===== config.mk =====
export PLATFORM = sky130hd
export DESIGN_NAME = sine_pwm_out
export DESIGN_NICKNAME = d
export VERILOG_FILES = /design/src/rtl/sine_pwm_out.sv
export SDC_FILE = /design/constraint.sdc
export NUM_CORES = 1
export LEC_CHECK = 0
export ABC_CLOCK_PERIOD_IN_PS = 4740
export BUFFER_PORTS_ARGS = -buffer_cell sky130_fd_sc_hd__buf_2
export CAP_MARGIN = 10
export CELL_PAD_IN_SITES_DETAIL_PLACEMENT = 1
export CELL_PAD_IN_SITES_GLOBAL_PLACEMENT = 1
export CORE_ASPECT_RATIO = 0.5
export CORE_UTILIZATION = 40
export DETAILED_ROUTE_END_ITERATION = 7
export PLACE_DENSITY = 0.83
export SLEW_MARGIN = 30
export SYNTH_ARGS = -nofsm -noshare
export SYNTH_HDL_FRONTEND = slang
export SYNTH_SLANG_ARGS = --single-unit

===== constraint.sdc =====
create_clock -name clk -period 4.74 [get_ports clk]
set_clock_uncertainty 0.2 [all_clocks]
set_input_delay 0.948 -clock clk [delete_from_list [all_inputs] [get_ports clk]]
set_output_delay 0.948 -clock clk [all_outputs]
set_load 0.02 [all_outputs]

===== src/rtl/sine_pwm_out.sv =====
// rtl/sine_pwm_out.sv - split-magnitude sine sample to two-leg PWM with dead-time and error flags
module sine_pwm_out #(
    parameter int WIDTH = 9,
    parameter int DEAD  = 4
) (
    input  logic             clk,
    input  logic             reset,
    input  logic             sample_valid,
    input  logic [WIDTH-1:0] pos_in,
    input  logic [WIDTH-1:0] neg_in,
    output logic             out_p,
    output logic             out_n,
    output logic             frame_start,
    output logic             err_conflict,
    output logic             err_overrun
);

    localparam int               FRAME  = (2 ** WIDTH) - 1;
    localparam logic [WIDTH-1:0] LAST   = WIDTH'(FRAME - 1);
    localparam logic [WIDTH-1:0] DEAD_W = WIDTH'(DEAD);

    typedef enum logic [1:0] {
        POL_NONE = 2'd0,
        POL_POS  = 2'd1,
        POL_NEG  = 2'd2
    } pol_t;

    logic             r_started;
    logic [WIDTH-1:0] r_slot;
    logic [WIDTH-1:0] r_shadow_mag;
    pol_t             r_shadow_pol;
    logic             r_pending;
    logic [WIDTH-1:0] r_duty;
    pol_t             r_pol;
    pol_t             r_pol_last;
    logic             r_blank_en;

    logic             w_load;
    logic [WIDTH-1:0] w_slot_next;
    logic [WIDTH-1:0] w_cap_mag;
    pol_t             w_cap_pol;
    logic             w_conflict;
    logic [WIDTH-1:0] w_duty_eff;
    pol_t             w_pol_eff;
    logic             w_blank_en_eff;
    logic             w_load_blank_en;
    logic             w_drive;

    // The first edge after reset, and every wrap, enters slot 0 and loads the frame.
    assign w_load      = !r_started || (r_slot == LAST);
    assign w_slot_next = w_load ? '0 : WIDTH'(r_slot + 1'b1);
    assign w_conflict  = (pos_in != '0) && (neg_in != '0);

    always_comb begin
        w_cap_mag = '0;
        w_cap_pol = POL_NONE;
        if ((pos_in != '0) && (neg_in == '0)) begin
            w_cap_mag = pos_in;
            w_cap_pol = POL_POS;
        end else if ((neg_in != '0) && (pos_in == '0)) begin
            w_cap_mag = neg_in;
            w_cap_pol = POL_NEG;
        end
    end

    // Blanking decision compares the incoming polarity with the last polarity actually driven.
    assign w_load_blank_en = (r_shadow_pol != POL_NONE) && (r_pol_last != POL_NONE)
                             && (r_shadow_pol != r_pol_last);

    always_comb begin
        w_duty_eff     = r_duty;
        w_pol_eff      = r_pol;
        w_blank_en_eff = r_blank_en;
        if (w_load) begin
            w_duty_eff     = r_shadow_mag;
            w_pol_eff      = r_shadow_pol;
            w_blank_en_eff = w_load_blank_en;
        end
    end

    assign w_drive = (w_slot_next < w_duty_eff) && !(w_blank_en_eff && (w_slot_next < DEAD_W));

    always_ff @(posedge clk) begin
        if (reset) begin
            r_started    <= 1'b0;
            r_slot       <= '0;
            r_shadow_mag <= '0;
            r_shadow_pol <= POL_NONE;
            r_pending    <= 1'b0;
            r_duty       <= '0;
            r_pol        <= POL_NONE;
            r_pol_last   <= POL_NONE;
            r_blank_en   <= 1'b0;
            out_p        <= 1'b0;
            out_n        <= 1'b0;
            frame_start  <= 1'b0;
            err_conflict <= 1'b0;
            err_overrun  <= 1'b0;
        end else begin
            r_started   <= 1'b1;
            r_slot      <= w_slot_next;
            frame_start <= w_load;
            out_p       <= w_drive && (w_pol_eff == POL_POS);
            out_n       <= w_drive && (w_pol_eff == POL_NEG);

            if (w_load) begin
                r_duty     <= r_shadow_mag;
                r_pol      <= r_shadow_pol;
                r_blank_en <= w_load_blank_en;
                if ((r_shadow_mag != '0) && (r_shadow_pol != POL_NONE)) begin
                    r_pol_last <= r_shadow_pol;
                end
            end

            // A strobe on the load edge refills the shadow for the next frame, so set beats clear.
            if (sample_valid) begin
                r_shadow_mag <= w_cap_mag;
                r_shadow_pol <= w_cap_pol;
                r_pending    <= 1'b1;
                if (w_conflict) begin
                    err_conflict <= 1'b1;
                end
                if (r_pending && !w_load) begin
                    err_overrun <= 1'b1;
                end
            end else if (w_load) begin
                r_pending <= 1'b0;
            end
        end
    end

endmodule


# After elaboration in Yosys (flattened, before gate mapping)
# Cells that the tools add are included.
# word_totals
inputBits	21
regBits	41
# op_classes
reduce_logical	26
n_eq_ne	4
add_sub_neg	1
mux	11
magnitude_cmp	2
# op_table
op	count
$mux 9	4
$reduce_bool 9->1	3
$logic_not 9->1	2
$logic_and 1x1->1	11
$add 9x1->9 const B	1
$eq 9x9->1 const B	1
$lt 9x3->1 const B	1
$lt 9x9->1	1
$mux 2	3
$reduce_and 2->1	3
$reduce_bool 2->1	3
$mux 1	4
$logic_not 1->1	3
$eq 2x1->1 const B	1
$eq 2x2->1 const B	1
$ne 2x2->1	1
$logic_or 1x1->1	1

# Depth between registers and ports, before layout
# depth
depth_word	8
depth_mapped	13
ltp_nobuf	11

# Worst setup path after synthesis
# OpenSTA, ideal clock, no wires.
# synth_timing
path_kind	reg2reg
startpoint	register r_slot[0]
endpoint	register out_n
path_slack_ns	1.842
arrival_ns	2.620
t_required_ns	4.462
setup_time_ns	0.078
path_stages_with_launch	14
path_cell_list	dfxtp_1 inv_1 ha_1 nand4_1 o21a_1 buf_2 buf_2 mux2i_1 ha_1 a21oi_1 o21ai_0 a2111oi_0 o21ai_0 nor3_1
# synth_via
elab_chain_len	8
elab_cells_between_ends	14
classes_between	1 x add/sub; 2 x order compare; 2 x eq/ne; 4 x mux; 5 x reduce/logical
# synth_rtl
item	line	text
from (decl)	29	logic [WIDTH-1:0] r_slot;
from (signal assigned)	101	r_slot <= w_slot_next;
branches (longest 7 deep; another with $add 9x1->9)	n/a	
$logic_and 1x1->1 (*)	104	out_n <= w_drive && (w_pol_eff == POL_NEG);
to (signal assigned)	104	
to (decl)	12	output logic out_n,
# Every way passes the cells marked *.
# A chain may end at the register's enable or synchronous reset.

# Worst setup path in the final report
# Ends and elaborated chain as after synthesis.

==> qor.yml <==
sta:
  period_share: 0.766
  finalSetupViolations: 0
  setup_ws_ns: 1.11
  tightest_slew_ns: 0.824
  final-max-slew-violation-count: 0
  setup_tns_ns: 0
  relSlewSlack: 0.451
  fmax_mhz: 275
  layout_min_cycle_time_ns: 3.63
  rsz0062_at_grt: "false"
  finalHoldViolations: 0
finish:
  final_cells: 314
  antenna_cells: 0
  fill_cells: 572
  postLayoutCellArea_mm2: 0.00225
  area_delta_synth_final_pct: 12.4
  multi_input_area_mm2: 0.00109
  register_area_um2: 821
  drive_gt1_frac: 0.153
  final_nets: 279
floorplanning:
  die_w_um: 102
  io_pins: 26
  start_util: 0.435
  die_h_um: 52.0
  fp-row-count: 17
  core_area_mm2: 0.00459
  die_area_mm2: 0.00530
run:
  max_cap_violations: 0
detailed_routing:
  drc: 0
  post_drt_wl_per_cell_um: 15.3
  dr.first_iter.drc_count: 53
  wirelength_um: 4810
  first_pass_iters: 4
  vias: 1717
  viasPerCell: 5.47
  drtAntennaViolNets: 0
clock_network:
  cts_tree: "yes"
  clk_latency_ns: 0.30
  cts_buffer_depth: 2
  cts-buffers-inserted: 5
  cts_sinks: 41
  htreeDepth: 2
  cts_resized: 0
  root_buffer: "clkbuf_8"
  cts.clk_slew.worst_paths_ns: 0.08
  cts-hold-fix-buffers: 0
  postCtsSetupBuffers: 0
worst_setup_path:
  r2r-start: "r_slot[0]"
  path_buf_inv: 1
  path_cells: "inv_1, ha_1, nand4_1, o21a_1, mux2i_1, ha_1, a21oi_1, o21ai_0, a2111oi_0, o21ai_0, nor3_1"
  rr_worst_depth: 11
  endpoint_kind: "flip-flop"
  r2r_end: "out_n"
  cp.required_ns: 4.75
  crit_slowest_cell: "o21a_1"
  crit_type: "reg2reg"
  max_stage_delay_ns: 0.68
  arrival_ns: 3.64
  start_kind: "flip-flop"
  rrSetupSlack_ns: 1.11
  critPathTopFamily: "compound AO/OA/AOI/OAI gates"
  worstPathMaxFanout: 19
power:
  internal_power_mw: 0.529
  powerDensity_mw_per_mm2: 309
  seq_power_share: 0.518
  p_total_mw: 0.693
  switching_power_mw: 0.164
  sw_frac_of_total: 0.237
  ir_drop_mv: 0.139
  p_clk_frac: 0.394
  leakage_nw: 0.849
  combPwrFrac: 0.088
logic_synthesis:
  netlist_area_mm2: 0.00200
  ys_warn_count: 0
  ys_ff_latch: 41
  synthTopCellsByArea: "dfxtp_1 41%, ha_1 6.3%, nor2_1 6.2%"
  postSynthCellCount: 229
  avgSynthCellArea_um2: 8.73
  syn_nets: 260
  synth_flop_cell: "dfxtp_1"
  async_flop_share: 0
  synthDistinctLibCells: 40
  synthDominantCellAreaShare: 0.411
  ys_seq_area_frac: 0.411
  synth_commonest_cells: "41 x dfxtp_1, 33 x nor2_1, 17 x nand2_1, 15 x a21oi_1, 12 x nor3_1"
  synth_most_common_cell: "dfxtp_1"
  synth_edf_count: 0
  yosysTopAreaCell: "dfxtp_1"
placement:
  dp.cells: 307
  dp_hpwl_um: 3570
  portBuffers: 25
  pre_cts_ws_ns: 1.21
  place_area_mm2: 0.00214
  gp_congestion: 0.756
global_routing:
  grt_pass1_vias: 1689
  top_usage_layer: "met2"
  grtUsageMet3: 0.0363
  grt_antenna_before_repair: 0
  grt_start_max_net_pins: 40
  use_met2: 0.350
  track_usage: 0.205
  grt_pass1_wl_um: 8140
  gr-total-overflow: 0
  met1_usage: 0.264
status:
  outcome: "finished clean"
worst_hold_path:
  hold_path_end: "r_duty[0]"
  hold_start: "r_duty[0]"
  holdPathStages: 2
  hp-class: "reg2reg"
area by class of cell:
cell class              instances  area share
multi-input cells             170       0.486
repair buffers                 26      0.0591
clock buffers                   5      0.0306
inverters                       4     0.00669
well taps                      66      0.0368
flip-flops and latches         41       0.365
clock inverters                 2      0.0156
tightest hold or removal path, cell delays in order, from the launching register on:
cell,delay [ns]
dfxtp_1,0.32
nand2_1,0.06
a21oi_1,0.05
registers in the layout, summed over array words and instances (netlist names):
signal        flops
r_pol             2
r_shadow_pol      2
r_blank_en        1
out_n             1
out_p             1
r_started         1
r_slot            9
err_conflict      1
r_shadow_mag      9
r_pol_last        2
err_overrun       1
frame_start       1
r_pending         1
r_duty            9
power groups by stage:
stage | clock network [mW] | registers [mW] | logic [mW]
5_1_grt | 0.296 | 0.360 | 0.0684
6_report | 0.273 | 0.359 | 0.0609
3_3_place_gp | 0 | 0.367 | 0.0574
3_5_place_dp | 0 | 0.367 | 0.0603
2_1_floorplan | 0 | 0.367 | 0.0381
4_1_cts | 0.280 | 0.359 | 0.0613
metrics by stage:
step	util	hold slack [ns]
global placement	0.466	0.244
CTS	0.489	0.271
finish	0.489	0.271
detailed placement	0.466	0.261
floorplan	-	0.232
global route	0.489	0.292
logic make-up (layout without fill, tap and decap cells):
family	count (synthesis)	after routing	synth area share
compound gates	45	45	0.150
xor+xnor	7	7	0.0307
fa+ha+maj	10	10	0.0626
buf+inv	18	37	0.0432
flops	41	41	0.411
mux	9	9	0.0451
simple gates	99	99	0.257
layer usage:
layer,vias to the layer above,part of all wire
met5,-,0
met4,0,0.014
met3,7,0.032
met2,33,0.46
met1,815,0.50
li1,862,-
worst max path at each step:
stage          depth (start not counted)     to  slack, ns      start
6_report                              11  out_n       1.11  r_slot[0]
5_1_grt                               11  out_p       0.78  r_slot[0]
4_1_cts                               11  out_n       1.08  r_slot[0]
3_5_place_dp                          11  out_p       1.21  r_slot[0]
3_3_place_gp                          11  out_n       1.40  r_slot[0]
2_1_floorplan                         13  out_n       1.84  r_slot[0]
placed cells by master, fill, tap and decap left out, types with 2 or more instances in the layout:
cell type	instances
a211oi_1	8
nor2_1	33
nor4_4	2
nand2b_1	3
nand4_1	5
xor2_1	3
clkbuf_8	5
nand3b_1	2
buf_2	25
nor4_1	2
nor3b_1	4
a22oi_1	8
xnor2_1	4
dfxtp_1	41
a21oi_1	15
inv_1	4
nor3_1	12
nand3_1	8
o21ai_0	3
ha_1	10
or3_1	4
nand2_1	17
or4_1	2
mux2i_1	9
and2_1	2
Power figures use the tool's default switching activity.
